**src/rtl/lfsr_pkg.sv**
```systemverilog
// Shared width, tap position and next-state helper for the 3-bit Galois LFSR.
// Stage numbering is ascending [0:2], so stage 0 is the leftmost bit in literals.
package lfsr_pkg;

    localparam int LFSR_W    = 3;
    // The feedback XOR sits between stage 0 and stage 1.
    localparam int TAP_STAGE = 1;

    function automatic logic [0:LFSR_W-1] lfsr_next(input logic [0:LFSR_W-1] s);
        logic [0:LFSR_W-1] n;
        n            = {s[LFSR_W-1], s[0:LFSR_W-2]};
        n[TAP_STAGE] = s[TAP_STAGE-1] ^ s[LFSR_W-1];
        return n;
    endfunction

endpackage

```
**src/rtl/lfsr_if.sv**
```systemverilog
// Load/state bundle of the LFSR: parallel load value, load enable and state.
// The master drives R and L and observes Q; the LFSR itself is the slave.
interface lfsr_if;
    import lfsr_pkg::*;

    logic [0:LFSR_W-1] R;
    logic              L;
    logic [0:LFSR_W-1] Q;

    modport master (output R, output L, input  Q);
    modport slave  (input  R, input  L, output Q);

endinterface

```
**src/rtl/lfsr.sv**
```systemverilog
// 3-bit Galois LFSR with synchronous parallel load; maximal 7-state sequence.
// Loading 000 parks the register in the lock-up state until reloaded or reset.
module lfsr
    import lfsr_pkg::*;
#(
    parameter logic [0:LFSR_W-1] RESET_VALUE = 3'b001
) (
    input  logic   Clock,
    input  logic   Reset,
    lfsr_if.slave  bus
);

    logic [0:LFSR_W-1] q_q;
    logic [0:LFSR_W-1] q_d;

    // Load wins over shift; R only reaches the state through the flop.
    always_comb begin
        q_d = q_q;
        if (bus.L) begin
            q_d = bus.R;
        end else begin
            q_d = lfsr_next(q_q);
        end
    end

    always_ff @(posedge Clock or posedge Reset) begin
        if (Reset) begin
            q_q <= RESET_VALUE;
        end else begin
            q_q <= q_d;
        end
    end

    assign bus.Q = q_q;

endmodule

```
**src/flat_wrapper.sv**
```systemverilog
// flat-port wrapper written by rule: the top's interface ports become plain ports
module lfsr_flat import lfsr_pkg::*;
#(
    parameter logic [0:LFSR_W-1] RESET_VALUE = 3'b001
)
  (Clock, Reset, bus_R, bus_L, bus_Q);
  lfsr_if bus_i ();
  input  logic Clock;
  input  logic Reset;
  input wire logic [$bits(bus_i.R)-1:0] bus_R;
  input wire logic [$bits(bus_i.L)-1:0] bus_L;
  output wire logic [$bits(bus_i.Q)-1:0] bus_Q;
  assign bus_i.R = bus_R;
  assign bus_i.L = bus_L;
  assign bus_Q = bus_i.Q;
  lfsr #(.RESET_VALUE(RESET_VALUE)) u_core (.Clock(Clock), .Reset(Reset), .bus(bus_i));
endmodule
```
**config.mk**
```make
export PLATFORM = sky130hd
export DESIGN_NAME = lfsr_flat
export DESIGN_NICKNAME = d
export VERILOG_FILES = /design/src/rtl/lfsr_pkg.sv /design/src/rtl/lfsr_if.sv /design/src/rtl/lfsr.sv /design/src/flat_wrapper.sv
export SDC_FILE = /design/constraint.sdc
export NUM_CORES = 1
export LEC_CHECK = 0
export ABC_AREA = 0
export CAP_MARGIN = 20
export CORE_AREA = 2 2 39 41
export CTS_CLUSTER_DIAMETER = 60
export DETAILED_ROUTE_END_ITERATION = 8
export DIE_AREA = 0 0 41 43
export GPL_TIMING_DRIVEN = 0
export PLACE_DENSITY = 0.34
export SLEW_MARGIN = 20
export SYNTH_ARGS = -nofsm -noshare
export SYNTH_HDL_FRONTEND = slang
export SYNTH_SLANG_ARGS = --single-unit
```
**constraint.sdc**
```tcl
create_clock -name Clock -period 2.2 [get_ports Clock]
set_clock_uncertainty 0.2 [all_clocks]
set_input_delay 0.44 -clock Clock [delete_from_list [all_inputs] [get_ports Clock]]
set_output_delay 0.44 -clock Clock [all_outputs]
set_load 0.01 [all_outputs]
```
# ---- Yosys cells after proc, flatten, opt, wreduce, memory -nomap -nowiden
# Index checks and enable logic that the tools add are counted.
dict set report totals {
  ff_bits 3
  latchBits 0
  ramBits 0
  romBits 0
  mem_count 0
}
dict set report classes {
  n_addsub 0
  multipliers 0
  div_mod_pow 0
  n_lt_le_gt_ge 0
  n_eq_ne 0
  shift 0
  n_mux 1
  bitwise 1
  reduce_logical 0
}
# cell n
set op_table {}
lappend op_table {{$mux 3} 1}
lappend op_table {{$xor 1x1->1} 1}

# ---- Depth between registers and ports, before layout
# Gate-level depths: netlist of run 1.
dict set report logic_depth {
  depth_word 2
  depth_mapped 2
  mapped_depth_nobuf 2
}

# ---- Least setup slack after synthesis of run 1
# No wires, ideal clock.
dict set report synth_timing {
  path_type {reg-to-output}
  start {register u_core.q_q, in the netlist u_core.bus.Q[2]}
  end {output bus_Q[0]}
  arrival_ns 0.543
  required_time_ns 1.560
  path_slack_ns 1.017
  path_stages_with_launch 1
  n_path_buf 0
  cell_sequence {dfstp_2}
}
# item line_no
set synth_lines {}
lappend synth_lines {{from (decl)} lfsr.sv:13} ;# logic [0:LFSR_W-1] q_q;
lappend synth_lines {{from (signal assigned)} lfsr.sv:30} ;# q_q <= q_d;
lappend synth_lines {{to (decl)} flat_wrapper.sv:12} ;# output wire logic [$bits(bus_i.Q)-1:0] bus_Q;
# No word-level cell between the ends.

# ---- Final worst setup path of run 1
dict set report layout_timing {
  start {register u_core.q_q, in the netlist u_core.bus.Q[2]}
  end {output bus_Q[0]}
}
# No word-level cell between the ends.

==> flow_metrics.py, run 1 <==
metrics = {
    "placement": {
        "gp_congestion": 0.556,
        "post-place-ws_ps": 489,
        "port_buffers": 8,
        "dpl_cell_area_um2": 220,
        "dpl.cell_count": 33,
    },
    "logic_synthesis": {
        "synthDistinctLibCells": 7,
        "ys.flop_type": "dfrtp_1",
        "ys_seq_elements": 3,
        "syn-instance-count": 9,
        "synth_area_um2": 120,
        "synth_area_leader_cell": "dfrtp_1",
        "ys_seq_area_share_pct": 63.5,
        "synthTopCellsByArea": "dfrtp_1, dfstp_2, mux2_2",
        "yosysTopAreaCellShare_pct": 41.7,
        "synthTopCellsByCount": "dfrtp_1, mux2_2",
        "synth_async_sr_flop_share_pct": 100,
        "synth_nets": 15,
        "syn_avg_cell_area_um2": 13.3,
        "ys_warn_count": 0,
        "synth_edf_count": 0,
    },
    "floorplanning": {
        "rows": 14,
        "die_y_um": 43,
        "ios": 9,
        "die-area_um2": 1760,
        "die_w_um": 41,
        "start_util_pct": 8.68,
        "core_area_um2": 1380,
    },
    "clock_network": {
        "cts_sinks": 3,
        "cts-root-buf": "clkbuf_4",
        "cts.clk_slew.worst_paths_ps": 40,
        "clock_path_buffers": 2,
        "cts_buffers": 3,
        "postCtsHoldBufs": 0,
        "cts_tree": "built",
        "clk_latency_ps": 230,
        "cts_resized": 0,
        "cts_max_level": 1,
        "postCtsSetupRepairBufs": 0,
    },
    "setup_path": {
        "critPathCaptureType": "output pin",
        "slowest_delay_ps": 540,
        "start_kind": "register",
        "cp_max_fo": 3,
        "crit_path_cell_trace": "clkdlybuf4s50_1",
        "required_ps": 1560,
        "critical_path_class": "reg2out",
        "critPathTopFamily": "flip-flops",
        "cp_num_buf_inv": 1,
        "r2r-start": "u_core.bus.Q[2]",
        "r2r_cells": 2,
        "cp.depth": 1,
        "cp_slowest_cell": "dfstp_2",
        "r2r-end": "u_core.bus.Q[1]",
        "reg2reg_slack_ps": 1100,
        "crit_arrival_ps": 1310,
    },
    "power": {
        "p_switching_mw": 0.0459,
        "p_seq_share_pct": 33.9,
        "leakage_nw": 0.0993,
        "swShare_pct": 22.5,
        "pwr-share-clk_pct": 47.2,
        "ir_drop_mv": 0.219,
        "internal-power_mw": 0.158,
        "p_per_area_nw_per_um2": 829,
        "p_comb_share_pct": 18.9,
    },
    "routing": {
        "finalWirelength_um": 320,
        "drt_pass1_iterations": 2,
        "met1_length_um": 157,
        "route.met2.wl_um": 101,
        "dr_total_vias": 109,
        "drc_errors": 0,
        "wl_per_cell_um": 8.65,
        "dr.first_iter.drc_count": 2,
        "vias_per_cell": 2.95,
        "ant_nets": 0,
        "dr_wl_met3_um": 61,
        "top_layer": "met3",
    },
    "final_layout": {
        "drive_above_1_share_pct": 28.6,
        "antenna_cells": 0,
        "largest_reg_flops": 3,
        "regArea_um2": 76.3,
        "multi_input_area_um2": 40.0,
        "synthToLayoutAreaGrowth_pct": 105,
        "fin_util_pct": 17.8,
        "nets": 28,
        "final_cells": 37,
        "fin_area_um2": 246,
        "num-fill-cells": 162,
    },
    "timing": {
        "finalCritPeriodShare_pct": 88.5,
        "hold_violations": 0,
        "timing.final.ws_setup_ps": 253,
        "grt_setup_unrepaired": "no",
        "drv_slew": 0,
        "setup_viol": 0,
        "fin_crit_ps": 1950,
        "slew-limit-headroom_pct": 88.9,
        "max_freq_ghz": 0.514,
        "worst_pin_slew_ps": 165,
        "fin_tns_setup_ps": 0,
    },
    "global_routing": {
        "track_usage_pct": 5.33,
        "gr-total-overflow": 0,
        "grt_pass1_vias": 128,
        "grt_max_degree": 5,
        "antenna_found_initial": 0,
        "grt_pass1_wl_um": 572,
    },
    "status": {
        "status": "finished clean",
    },
    "min_path": {
        "min_path_type": "in2async",
    },
    "run": {
        "maxCapViolations": 0,
    },
}
## layout make-up
class / count / area share [%]
timing repair buffer: 8 / 32.5
sequential: 3 / 31.0
multi-input combinational: 5 / 16.2
clock buffer: 4 / 10.7
tap: 16 / 8.12
inverter: 1 / 1.52
## per-stage QoR
stage / hold WS (ps) / total power, mW
after floorplan: -7.08 / 0.0825
after global placement: 311 / 0.108
after detailed placement: 330 / 0.109
after CTS: 170 / 0.210
after global routing: 171 / 0.226
final: 173 / 0.204
## placed cells by master (no fill, tap or decap), drive strengths merged
| cell type | Yosys | layout |
|---|---|---|
| dfstp | 1 | 1 |
| clkdlybuf4s50 | 0 | 8 |
| clkbuf | 0 | 4 |
| o21ai | 1 | 1 |
| dfrtp | 2 | 2 |
| xnor2 | 1 | 1 |
| inv | 1 | 1 |
| mux2 | 2 | 2 |
| nand2 | 1 | 1 |
## worst max-delay path by stage
stage / startpoint / endpoint
final: u_core.bus.Q[2] / bus_Q[0]
after CTS: u_core.bus.Q[2] / bus_Q[0]
after detailed placement: u_core.bus.Q[2] / bus_Q[0]
after global routing: u_core.bus.Q[2] / bus_Q[0]
after global placement: u_core.bus.Q[2] / bus_Q[0]
after floorplan: u_core.bus.Q[2] / bus_Q[0]
## power by group through the flow
stage	Clock, mW	Combinational (mW)	Sequential, mW
floorplan	0	0.00986	0.0727
global placement	0	0.0385	0.0694
detailed placement	0	0.0389	0.0703
CTS	0.101	0.0392	0.0697
global route	0.113	0.0427	0.0705
finish	0.0964	0.0387	0.0692
## logic make-up after synthesis
logic type / count (synthesis) / share of synthesized area, %
DFF: 3 / 63.5
muxes: 2 / 18.7
AOI/OAI and AO/OA: 1 / 4.16
xor gates and xnor gates: 1 / 7.29
and+or+nand+nor: 1 / 3.12
buffers and inverters: 1 / 3.12
## per-layer routing
| layer | global-route usage, % | up-vias |
|---|---|---|
| met5 | 0 | - |
| met4 | 4.00 | 0 |
| li1 | - | 55 |
| met2 | 5.00 | 11 |
| met3 | 4.71 | 0 |
| met1 | 7.12 | 43 |
Note: power is estimated with default switching activity, not from simulation.
==> run 2: changes to the inputs <==
--- a/config.mk
+++ b/config.mk
@@ -7,12 +7,14 @@
 export LEC_CHECK = 0
 export ABC_AREA = 0
 export CAP_MARGIN = 20
+export CELL_PAD_IN_SITES_DETAIL_PLACEMENT = 0
+export CELL_PAD_IN_SITES_GLOBAL_PLACEMENT = 2
 export CORE_AREA = 2 2 39 41
 export CTS_CLUSTER_DIAMETER = 60
 export DETAILED_ROUTE_END_ITERATION = 8
 export DIE_AREA = 0 0 41 43
 export GPL_TIMING_DRIVEN = 0
-export PLACE_DENSITY = 0.34
+export PLACE_DENSITY = 0.48
 export SLEW_MARGIN = 20
 export SYNTH_ARGS = -nofsm -noshare
 export SYNTH_HDL_FRONTEND = slang
==> run 2 against run 1 <==
Effect of this change:
- clock power is essentially flat
- worst hold slack worse by 1.5 ps
- sequential power shrank 0.6%
==> flow_metrics.py, run 2 (synthesis gave the netlist of run 1 again) <==
metrics = {
    "setup_path": {
        "crit_arrival_ps": 1300,
        "cp_slowest_cell": "dfstp_2",
        "required_ps": 1560,
        "slowest_delay_ps": 540,
        "cp_max_fo": 3,
        "start_kind": "register",
        "critical_path_class": "reg2out",
        "critPathTopFamily": "flip-flops",
        "crit_path_cell_trace": "clkdlybuf4s50_1",
        "critPathCaptureType": "output pin",
        "cp_num_buf_inv": 1,
    },
    "clock_network": {
        "clk_latency_ps": 230,
        "clock_path_buffers": 2,
        "postCtsHoldBufs": 0,
        "postCtsSetupRepairBufs": 0,
        "cts_resized": 0,
        "cts_tree": "built",
        "cts_max_level": 1,
        "cts_buffers": 3,
        "cts_sinks": 3,
        "cts-root-buf": "clkbuf_4",
        "cts.clk_slew.worst_paths_ps": 40,
    },
    "global_routing": {
        "grt_use_met1_pct": 4.21,
        "grt_pass1_vias": 102,
        "grt_use_met2_pct": 3.75,
        "grt_max_degree": 5,
        "track_usage_pct": 4.63,
        "antenna_found_initial": 0,
        "top_usage_layer": "met4",
        "grtUsageMet3_pct": 4.71,
        "gr-total-overflow": 0,
        "grt_pass1_wl_um": 420,
    },
    "timing": {
        "fin_crit_ps": 1940,
        "setup_viol": 0,
        "hold_slack_ps": 171,
        "grt_setup_unrepaired": "no",
        "fin_tns_setup_ps": 0,
        "drv_slew": 0,
        "worst_pin_slew_ps": 169,
        "max_freq_ghz": 0.515,
        "hold_violations": 0,
        "slew-limit-headroom_pct": 88.7,
        "finalCritPeriodShare_pct": 88.2,
    },
    "power": {
        "ir_drop_mv": 0.168,
        "leakage_nw": 0.0993,
        "power_mw": 0.204,
        "p_per_area_nw_per_um2": 827,
    },
    "floorplanning": {
        "core_area_um2": 1380,
        "die_y_um": 43,
        "rows": 14,
        "die_w_um": 41,
        "die-area_um2": 1760,
        "ios": 9,
        "start_util_pct": 8.68,
    },
    "routing": {
        "ant_nets": 0,
        "drt_pass1_iterations": 2,
        "finalWirelength_um": 279,
        "drc_errors": 0,
        "dr_total_vias": 99,
        "dr.first_iter.drc_count": 1,
        "vias_per_cell": 2.68,
        "wl_per_cell_um": 7.54,
    },
    "final_layout": {
        "nets": 28,
        "antenna_cells": 0,
        "layout_common_cells": "clkdlybuf4s50_1, clkbuf_4, mux2_2, dfrtp_1",
        "drive_above_1_share_pct": 28.6,
        "final_common_cell": "clkdlybuf4s50_1",
        "final_cells": 37,
        "synthToLayoutAreaGrowth_pct": 105,
        "fin_util_pct": 17.8,
        "largest_reg_flops": 3,
    },
    "placement": {
        "port_buffers": 8,
        "gp_congestion": 0.536,
        "dpl.cell_count": 33,
    },
    "run": {
        "maxCapViolations": 0,
    },
    "min_path": {
        "min_path_type": "in2async",
    },
    "status": {
        "status": "finished clean",
    },
}
==> run 2: per-layer routing <==
layer | wire length [um] | part of all wire [%]
met1 | 138 | 49
met3 | 60 | 22
met5 | 0 | 0
met4 | 0 | 0
met2 | 80 | 29
==> run 2: worst paths after layout <==
kind                                 startpoint  slack [ps]  cells past startpoint              end
max in group asynchronous                 Reset        1420                      2  u_core.bus.Q[2]
worst min register to register  u_core.bus.Q[1]         320                      1  u_core.bus.Q[2]
min in group Clock              u_core.bus.Q[1]         320                      1  u_core.bus.Q[2]
worst max register to register  u_core.bus.Q[2]        1130                      2  u_core.bus.Q[1]
worst max-delay path            u_core.bus.Q[2]         260                      1         bus_Q[0]
worst min-delay path                      Reset         170                      2  u_core.bus.Q[1]
==> run 2: cell type report <==
| class | instances | area (um^2) |
|---|---|---|
| clock buffers | 4 | 26.3 |
| flip-flops and latches | 3 | 76.3 |
| well taps | 16 | 20.0 |
| multi-input cells | 5 | 40.0 |
| repair buffers | 8 | 80.1 |
| fillers | 148 | 1140 |
| inverters | 1 | 3.75 |
==> run 2: metrics by stage <==
stage                     worst slack, ps  area [um^2]
after CTS                             242          246
after detailed placement              498          220
after floorplan                      1020          120
after global routing                  209          246
after global placement                504          220
final                                 259          246
==> run 2: worst register-to-register path: cells and delay by family (launching register included) <==
family | cells | cell delay [ps]
xor+xnor | 1 | 120
flops | 1 | 540
compound gates | 1 | 90
==> run 2: report_power, final <==
group,switching [mW],leakage (nW),internal [mW],total (mW)
Combinational,0.0122,0.0501,0.0262,0.0384
Clock,0.0287,0.0150,0.0680,0.0967
Sequential,0.00463,0.0342,0.0642,0.0688
Total,0.0455,0.0993,0.158,0.204
